===== config.mk =====
export PLATFORM = sky130hd
export DESIGN_NAME = uart_rx_os
export DESIGN_NICKNAME = d
export VERILOG_FILES = /design/src/rtl/uart_pkg.sv /design/src/rtl/uart_baud_tick.sv /design/src/rtl/uart_rx_os.sv
export SDC_FILE = /design/constraint.sdc
export NUM_CORES = 1
export LEC_CHECK = 0
export ABC_CLOCK_PERIOD_IN_PS = 2100
export BUFFER_PORTS_ARGS = -buffer_cell sky130_fd_sc_hd__buf_4
export CAP_MARGIN = 20
export CORE_MARGIN = 10
export CORE_UTILIZATION = 50
export CTS_CLUSTER_SIZE = 12
export DETAILED_ROUTE_END_ITERATION = 10
export GPL_ROUTABILITY_DRIVEN = 0
export PLACE_DENSITY = 0.68
export RECOVER_POWER = 100
export SLEW_MARGIN = 10
export SYNTH_ARGS = -nofsm -noshare
export SYNTH_HDL_FRONTEND = slang
export SYNTH_SLANG_ARGS = --single-unit

===== constraint.sdc =====
create_clock -name clk -period 2.1 [get_ports clk]
set_clock_uncertainty 0.2 [all_clocks]
set_input_delay 0.42 -clock clk [delete_from_list [all_inputs] [get_ports clk]]
set_output_delay 0.42 -clock clk [all_outputs]
set_load 0.02 [all_outputs]

===== src/rtl/uart_pkg.sv =====
// Shared UART definitions: receiver/transmitter state encoding, oversampling
// constants and the baud divider calculation.
package uart_pkg;

    typedef enum logic [1:0] {
        IDLE  = 2'd0,
        START = 2'd1,
        DATA  = 2'd2,
        STOP  = 2'd3
    } uart_state_t;

    localparam int UART_DATA_W = 8;
    localparam int UART_OS     = 16;
    localparam int SAMPLE_T0   = 7;
    localparam int SAMPLE_T1   = 8;
    localparam int SAMPLE_T2   = 9;

    // Clock cycles per oversample tick, integer floor.
    function automatic int baud_div(input int clk_hz, input int baud, input int os = UART_OS);
        return clk_hz / (baud * os);
    endfunction

    function automatic logic maj3(input logic a, input logic b, input logic c);
        return (a & b) | (a & c) | (b & c);
    endfunction

endpackage


===== src/rtl/uart_baud_tick.sv =====
// Oversample tick generator: counts 0..DIV-1 and pulses tick on the wrap cycle.
// A synchronous clear holds the count at zero.
module uart_baud_tick #(
    parameter int DIV = 325
) (
    input  logic clk,
    input  logic rst,
    input  logic clr,
    output logic tick
);

    localparam int CW = (DIV > 1) ? $clog2(DIV) : 1;
    localparam logic [CW-1:0] LAST = CW'(DIV - 1);

    logic [CW-1:0] cnt;

    // Divider counter, cleared by reset or by the idle receiver.
    always_ff @(posedge clk) begin
        if (rst || clr) begin
            cnt <= '0;
        end else if (cnt == LAST) begin
            cnt <= '0;
        end else begin
            cnt <= cnt + CW'(1);
        end
    end

    assign tick = !clr && (cnt == LAST);

endmodule


===== src/rtl/uart_rx_os.sv =====
// 16x-oversampled 8N1 UART receiver with majority-vote sampling, a valid/ready
// holding register and one-cycle framing/overrun error pulses.
module uart_rx_os
    import uart_pkg::*;
#(
    parameter int CLK_HZ     = 50_000_000,
    parameter int BAUD       = 9600,
    parameter int OVERSAMPLE = 16
) (
    input  logic                   clk,
    input  logic                   rst,
    input  logic                   rxd,
    input  logic                   rx_ready,
    output logic [UART_DATA_W-1:0] rx_data,
    output logic                   rx_valid,
    output logic                   frame_err,
    output logic                   overrun
);

    localparam int DIV = baud_div(CLK_HZ, BAUD, OVERSAMPLE);
    localparam logic [3:0] T0     = 4'(SAMPLE_T0);
    localparam logic [3:0] T1     = 4'(SAMPLE_T1);
    localparam logic [3:0] T2     = 4'(SAMPLE_T2);
    localparam logic [3:0] T_LAST = 4'(UART_OS - 1);

    uart_state_t state, state_nxt;

    logic                   sync1;
    logic                   rxd_s;
    logic [3:0]             tcnt;
    logic [2:0]             bit_idx;
    logic                   samp0;
    logic                   samp1;
    logic [UART_DATA_W-1:0] shift;
    logic                   armed;
    logic                   tick;
    logic                   vote;
    logic                   shift_en;
    logic                   byte_done;
    logic                   frame_bad;

    uart_baud_tick #(.DIV(DIV)) u_tick (
        .clk  (clk),
        .rst  (rst),
        .clr  (state == IDLE),
        .tick (tick)
    );

    assign vote = maj3(samp0, samp1, rxd_s);

    // Two-flop synchronizer on the asynchronous line, idle-high at reset.
    always_ff @(posedge clk) begin
        if (rst) begin
            sync1 <= 1'b1;
            rxd_s <= 1'b1;
        end else begin
            sync1 <= rxd;
            rxd_s <= sync1;
        end
    end

    // State register.
    always_ff @(posedge clk) begin
        if (rst) begin
            state <= IDLE;
        end else begin
            state <= state_nxt;
        end
    end

    // Next-state logic and per-cycle datapath strobes.
    always_comb begin
        state_nxt = state;
        shift_en  = 1'b0;
        byte_done = 1'b0;
        frame_bad = 1'b0;
        case (state)
            IDLE: begin
                if (armed && !rxd_s) begin
                    state_nxt = START;
                end else begin
                    state_nxt = IDLE;
                end
            end
            START: begin
                if (tick && (tcnt == T2) && vote) begin
                    state_nxt = IDLE;
                end else if (tick && (tcnt == T_LAST)) begin
                    state_nxt = DATA;
                end else begin
                    state_nxt = START;
                end
            end
            DATA: begin
                if (tick && (tcnt == T2)) begin
                    shift_en = 1'b1;
                end else begin
                    shift_en = 1'b0;
                end
                if (tick && (tcnt == T_LAST) && (bit_idx == 3'd7)) begin
                    state_nxt = STOP;
                end else begin
                    state_nxt = DATA;
                end
            end
            STOP: begin
                // Leave at mid-stop so a start edge in the last half bit is caught.
                if (tick && (tcnt == T2)) begin
                    state_nxt = IDLE;
                    byte_done = vote;
                    frame_bad = !vote;
                end else begin
                    state_nxt = STOP;
                end
            end
            default: begin
                state_nxt = IDLE;
            end
        endcase
    end

    // Oversample position, bit index, vote samples and shift register.
    always_ff @(posedge clk) begin
        if (rst) begin
            tcnt    <= 4'd0;
            bit_idx <= 3'd0;
            samp0   <= 1'b1;
            samp1   <= 1'b1;
            shift   <= '0;
        end else begin
            if (state == IDLE) begin
                tcnt <= 4'd0;
            end else if (tick) begin
                tcnt <= tcnt + 4'd1;
            end
            if (state != DATA) begin
                bit_idx <= 3'd0;
            end else if (tick && (tcnt == T_LAST)) begin
                bit_idx <= bit_idx + 3'd1;
            end
            if (tick && (tcnt == T0)) begin
                samp0 <= rxd_s;
            end
            if (tick && (tcnt == T1)) begin
                samp1 <= rxd_s;
            end
            if (shift_en) begin
                shift <= {vote, shift[UART_DATA_W-1:1]};
            end
        end
    end

    // A break line must return high before another start edge is accepted.
    always_ff @(posedge clk) begin
        if (rst) begin
            armed <= 1'b1;
        end else if (frame_bad) begin
            armed <= 1'b0;
        end else if (rxd_s) begin
            armed <= 1'b1;
        end
    end

    // Holding register with handshake and registered error pulses.
    always_ff @(posedge clk) begin
        if (rst) begin
            rx_data   <= '0;
            rx_valid  <= 1'b0;
            frame_err <= 1'b0;
            overrun   <= 1'b0;
        end else begin
            frame_err <= frame_bad;
            overrun   <= byte_done && rx_valid && !rx_ready;
            if (byte_done && (!rx_valid || rx_ready)) begin
                rx_data  <= shift;
                rx_valid <= 1'b1;
            end else if (rx_valid && rx_ready) begin
                rx_valid <= 1'b0;
            end
        end
    end

endmodule


==> impl_results.md, run 1 <==
- Layout fillers: 332
- Most common cell in the netlist: dfxtp_1
- Synth area leader: dfxtp_1
- DP Wirelength: 2469 um
- Fin Setup TNS: 0 ns
- Layout cell share with drive strength beyond 1: 0.1584
- Ys async rst share: 0
- Ys Warns: 0
- WP buf/inv: 2
- DR vias/cell: 5.156
- Detailed Routing Iterations Pass 1: 4
- ANT cells: 0
- Final Hold Vio Count: 0
- RSZ-0062 raised after global routing: true
- Reg2reg start: u_tick.cnt[5]
- Global route total overflow: 0
- Least-Margin Pin Slew: 0.3519 ns
- Crit end category: flip-flop
- Final worst slack: 0.04260 ns
- Die Wd: 81.25 um
- Required time worst endpoint: 2.07 ns
- Routed length on met3: 135 um
- Clock transition at path regs: 0.07 ns
- DRC: 0
- Worst EP arrival: 2.03 ns
- Worst path cell trace: or4b_4 > buf_6 > nor4_4 > buf_4 > mux2i_1 > nor3_1
- CP max-delay cell: or4b_4
- Mapped Cells: 195
- HP Start: rxd
- Antenna-violating nets left: 0
- Initial DRC Count: 85
- Die area: 6601 um2
- Die height: 81.25 um
- Netlist cell types: 36
- Max cap viols: 0
- EDFF count, synth: 0
- H-Tree Depth: 2
- Final nets: 232
- Fmax: 486.0 MHz
- Synthesized area: 1876 um2
- Hold Crit Class: input port to flip-flop
- Slew Limit Fails: 0
- Met1 Wirelength: 1509 um
- FF/Latch Area: 842.1 um2
- Clock buffer depth: 2
- Leakage Power: 0.7381 nW
- Starting Density: 0.5162
- CP max FO: 4
- Setup crit start: u_tick.cnt[5]
- Core Util, Final: 0.5988
- Tot Pwr: 1.309 mW
- Vias in the first global route: 1382
- Routed wire length: 3426 um
- Port bufs: 14
- Cell row count: 22
- Synthesis-to-finish area growth: 16.01%
- TritonCTS clock tree: yes
- First-pass GRT wire length: 6044 um
- Worst Setup Path Type: flip-flop to flip-flop
- Synth Flop Type: dfxtp_1
- Ports: 15
- Met2 wire length: 1734 um
- Initial antenna violation count: 0
- Net Count, Synth: 206
- Worst path max stage delay: 0.56 ns
- All-Layer GR Usage: 0.1135
- Rel. slew slack: 0.7632
- Core area: 3633 um2
- Sequential fraction of the synthesis area: 0.4483
- Cell family with the largest share of critical-path delay: simple AND/OR/NAND/NOR gates
- Avg Cell Area, Syn: 9.618 um2
- Synthesized flop and latch total: 42
- Num Clock Sinks: 42
- Clk_lat worst skew: 0.29 ns
- Post-synth top area share: 0.4483
- Power per Cell Area: 601.8 nW/um2
- Root Driver: clkbuf_8
- Most frequent cells after synthesis: 42 x dfxtp_1, 29 x nor2_1, 20 x mux2i_1, 18 x nand2b_1, 9 x nor3_1
- Status: complete, no violations
- Post-place setup slack: 0.004703 ns
- Final setup fails: 0
- Routed WL per cell: 12.74 um
- Area of the multi-input gates: 974.7 um2
- Via count: 1387
- Startpoint Class: flip-flop
- Peak supply drop: 0.2438 mV
- Top post-synthesis cells by area: dfxtp_1 45%, mux2i_1 11%, nand2b_1 6.0%
- Highest Signal Layer: met4
- Hold slack: 0.1160 ns
- Fin crit share: 0.9797
- Tmin final: 2.057 ns
- Largest net degree at the start of global routing: 40
- TritonCTS Buffers: 5
-- cell type report --
cell class	count	share of cell area
clock buffer	5	0.03163
multi-input combinational	138	0.4480
clock inverter	2	0.004600
timing repair buffer	28	0.09086
inverter	6	0.01035
tap	48	0.02760
sequential	42	0.3870
-- per-layer routing --
layer | vias to the layer above | track usage
li1 | 707 | -
met1 | 657 | 0.1261
met2 | 16 | 0.1967
met3 | 7 | 0.03753
met4 | 0 | 0.04325
met5 | - | 0
-- final timing paths --
| path | to | slack (ns) | depth (start not counted) |
|---|---|---|---|
| setup / recovery | bit_idx[1] | 0.04 | 6 |
| hold / removal | sync1 | 0.12 | 2 |
| setup reg to reg | bit_idx[1] | 0.04 | 6 |
| hold reg to reg | rxd_s | 0.23 | 1 |
-- power breakdown --
| group | internal (mW) | leakage (nW) | switching, mW |
|---|---|---|---|
| sequential | 0.799 | 0.339 | 0.00314 |
| clock | 0.223 | 0.0438 | 0.252 |
| combinational | 0.0148 | 0.355 | 0.0176 |
| total | 1.04 | 0.738 | 0.272 |
-- repair_timing --
action                                  4_1_cts  5_1_grt
endpoints found under the setup margin        2       27
buffers inserted                              0        1
resized for setup                             0        4
pin swaps                                     1        2
hold buffers                                  0        0
endpoints found under the hold margin         0        0
-- metrics by stage --
step	cell area (um2)	std cells
2_1_floorplan	1877	195
4_1_cts	2193	268
3_3_place_gp	2115	261
5_1_grt	2176	269
3_5_place_dp	2115	261
6_report	2176	269
-- placed cells by master (no fill, tap or decap), drive strengths merged, types with 2 or more instances in the layout --
master / netlist / routed
mux2i: 20 / 20
a21oi: 3 / 3
nand4: 2 / 2
clkinv: 0 / 2
dfxtp: 42 / 42
nor4: 4 / 4
nand3b: 3 / 3
nand2: 6 / 6
xor2: 6 / 6
nor2: 29 / 29
nand2b: 18 / 18
buf: 3 / 17
inv: 6 / 6
or2: 5 / 5
xnor2: 5 / 5
clkbuf: 6 / 16
ha: 7 / 7
nand3: 5 / 5
and3: 2 / 2
nor3: 9 / 9
-- cells by family after synthesis --
group,count (synthesis),share of synthesized area
DFF,42,0.4483
buffers and inverters,15,0.03869
adders and majority gates,8,0.05203
and+or+nand+nor,91,0.2762
xor gates and xnor gates,11,0.05137
muxes,20,0.1067
AOI/OAI and AO/OA,8,0.02669
-- flip-flops by register name, summed over array words and instances, names as in the netlist --
signal,cells
armed,1
bit_idx,3
frame_err,1
overrun,1
rx_data,8
rx_valid,1
rxd_s,1
samp0,1
samp1,1
shift,8
state,2
sync1,1
tcnt,4
u_tick.cnt,9
(Power assumes the default switching activity.)
==> inputs of run 2 (changes only) <==
BUFFER_PORTS_ARGS = -buffer_cell sky130_fd_sc_hd__clkbuf_2   (was -buffer_cell sky130_fd_sc_hd__buf_4)
==> impl_results.md, run 2 (same netlist as run 1, synthesis figures left out) <==
- Startpoint Class: flip-flop (unchanged)
- H-Tree Depth: 2 (unchanged)
- Top flop regs: u_tick.cnt: 9 flops, rx_data: 8 flops, shift: 8 flops (unchanged)
- Leakage Power: 0.7681 nW (was 0.7381 nW)
- TritonCTS clock tree: yes (unchanged)
- Number of flip-flops in the largest register: 9 (unchanged)
- Die area: 6601 um2 (unchanged)
- Ports: 15 (unchanged)
- Routed wire length: 3634 um (was 3426 um)
- RSZ-0062 raised after global routing: true (unchanged)
- Reg2reg start: u_tick.cnt[4] (was u_tick.cnt[5])
- First-pass GRT wire length: 6279 um (was 6044 um)
- Final Hold Vio Count: 0 (unchanged)
- Hold Crit Class: input port to flip-flop (unchanged)
- Global route total overflow: 0 (unchanged)
- Post-route cell area: 2232 um2 (was 2176 um2)
- TritonCTS Buffers: 5 (unchanged)
- DP Wirelength: 2669 um (was 2469 um)
- Synthesis-to-finish area growth: 19.01% (was 16.01%)
- Initial antenna violation count: 0 (unchanged)
- Peak supply drop: 0.5727 mV (was 0.2438 mV)
- Commonest non-fill, non-tap cell in the layout: dfxtp_1 (unchanged)
- Layout cell share with drive strength beyond 1: 0.1681 (was 0.1584)
- Starting Density: 0.5162 (unchanged)
- Crit end category: flip-flop (unchanged)
- Root Driver: clkbuf_8 (unchanged)
- Die height: 81.25 um (unchanged)
- Fin Setup TNS: 0 ns (unchanged)
- Most used cells in the layout excluding fill and tap cells: 41 x dfxtp_1, 29 x nor2_1, 20 x mux2i_1, 18 x nand2b_1, 15 x buf_4 (was 41 x dfxtp_1, 29 x nor2_1, 20 x mux2i_1, 17 x nand2b_1, 14 x buf_4)
- Via count: 1390 (was 1387)
- Final nets: 236 (was 232)
- Hold endpoint: sync1 (unchanged)
- Die Wd: 81.25 um (unchanged)
- Required time worst endpoint: 2.08 ns (was 2.07 ns)
- HP Start: rxd (unchanged)
- ANT cells: 0 (unchanged)
- WHS Path Cells: 2 (unchanged)
- Max cap viols: 0 (unchanged)
- Depth of the most critical reg-to-reg path: 6 (unchanged)
- DR vias/cell: 5.073 (was 5.156)
- Post-DP Area: 2115 um2 (unchanged)
- Reg-to-reg setup timing slack: 0.07 ns (was 0.04 ns)
- Status: complete, no violations (unchanged)
- CP max FO: 4 (unchanged)
- Tot Pwr: 1.467 mW (was 1.309 mW)
- Rel. slew slack: 0.7857 (was 0.7632)
- Slew Limit Fails: 0 (unchanged)
- Setup crit start: u_tick.cnt[4] (was u_tick.cnt[5])
- Routed WL per cell: 13.26 um (was 12.74 um)
- Layout fillers: 331 (was 332)
- Num Clock Sinks: 42 (unchanged)
- Top reg by flops: u_tick.cnt (unchanged)
- Final setup fails: 0 (unchanged)
- All-Layer GR Usage: 0.1237 (was 0.1135)
- Hold slack: 0.1095 ns (was 0.1160 ns)
- Detailed Routing Iterations Pass 1: 4 (unchanged)
- Power per Cell Area: 657.4 nW/um2 (was 601.8 nW/um2)
- Initial DRC Count: 66 (was 85)
- Cell row count: 22 (unchanged)
- Clk_lat worst skew: 0.30 ns (was 0.29 ns)
- Reg-to-reg endpoint: bit_idx[2] (was bit_idx[1])
- Clock transition at path regs: 0.08 ns (was 0.07 ns)
- Port bufs: 14 (unchanged)
- Vias in the first global route: 1431 (was 1382)
- Worst EP arrival: 2.00 ns (was 2.03 ns)
- DRC: 0 (unchanged)
- Core area: 3633 um2 (unchanged)
- Fmax: 493.7 MHz (was 486.0 MHz)
- Least-Margin Pin Slew: 0.3170 ns (was 0.3519 ns)
- Fin crit share: 0.9645 (was 0.9797)
- Antenna-violating nets left: 0 (unchanged)
- Tmin final: 2.026 ns (was 2.057 ns)
- Clock buffer depth: 2 (unchanged)
- Largest net degree at the start of global routing: 39 (was 40)
- Worst Setup Path Type: flip-flop to flip-flop (unchanged)
[run 2: worst max-delay path by stage]
stage / endpoint / slack [ns] / cells after the start
final: bit_idx[2] / 0.07 / 6
after global routing: bit_idx[1] / -0.02 / 6
after CTS: state[0] / 0.008 / 4
after detailed placement: bit_idx[1] / 0.01 / 5
after global placement: state[0] / 0.06 / 4
after floorplan: state[0] / -0.07 / 6
[run 2: what timing repair did]
item / CTS / global route
buffers inserted: 0 / 2
pin swaps: 1 / 2
resized for setup: 0 / 2
hold buffers: 0 / 0
setup endpoints to repair: 1 / 11
[run 2: area by class of cell]
| class | instances | area, um2 | area share |
|---|---|---|---|
| clock inverter | 2 | 37.54 | 0.01682 |
| timing repair buffer | 32 | 229.0 | 0.1026 |
| inverter | 6 | 22.52 | 0.01009 |
| tap | 48 | 60.06 | 0.02691 |
| clock buffer | 6 | 72.57 | 0.03251 |
| multi-input combinational | 138 | 968.4 | 0.4339 |
| sequential | 42 | 842.1 | 0.3772 |
[run 2: metal layers]
metal,up-vias,part of all wire,track usage
li1,715,-,-
met1,652,0.42,0.1224
met2,16,0.51,0.2245
met3,7,0.046,0.03974
met4,0,0.024,0.06747
met5,-,0,0
[run 2: worst max-delay path, stage by stage (launching register included)]
cell,delay (ns)
dfxtp_1,0.31
or4b_4,0.56
buf_4,0.16
nor4_4,0.27
buf_4,0.17
mux2i_1,0.17
nor3_1,0.06
[run 2: stage by stage]
| stage | std cells | util | worst slack (ns) |
|---|---|---|---|
| after global routing | 274 | 0.6143 | -0.01800 |
| after floorplan | 195 | - | -0.07069 |
| after CTS | 272 | 0.6123 | 0.008421 |
| after detailed placement | 264 | 0.5820 | 0.01149 |
| after global placement | 264 | 0.5820 | 0.06311 |
| final | 274 | 0.6143 | 0.07450 |
[run 2: power by group]
group | internal, mW | switching [mW] | leakage, nW
clock network | 0.355 | 0.275 | 0.0514
registers | 0.799 | 0.00320 | 0.339
logic | 0.0165 | 0.0188 | 0.377
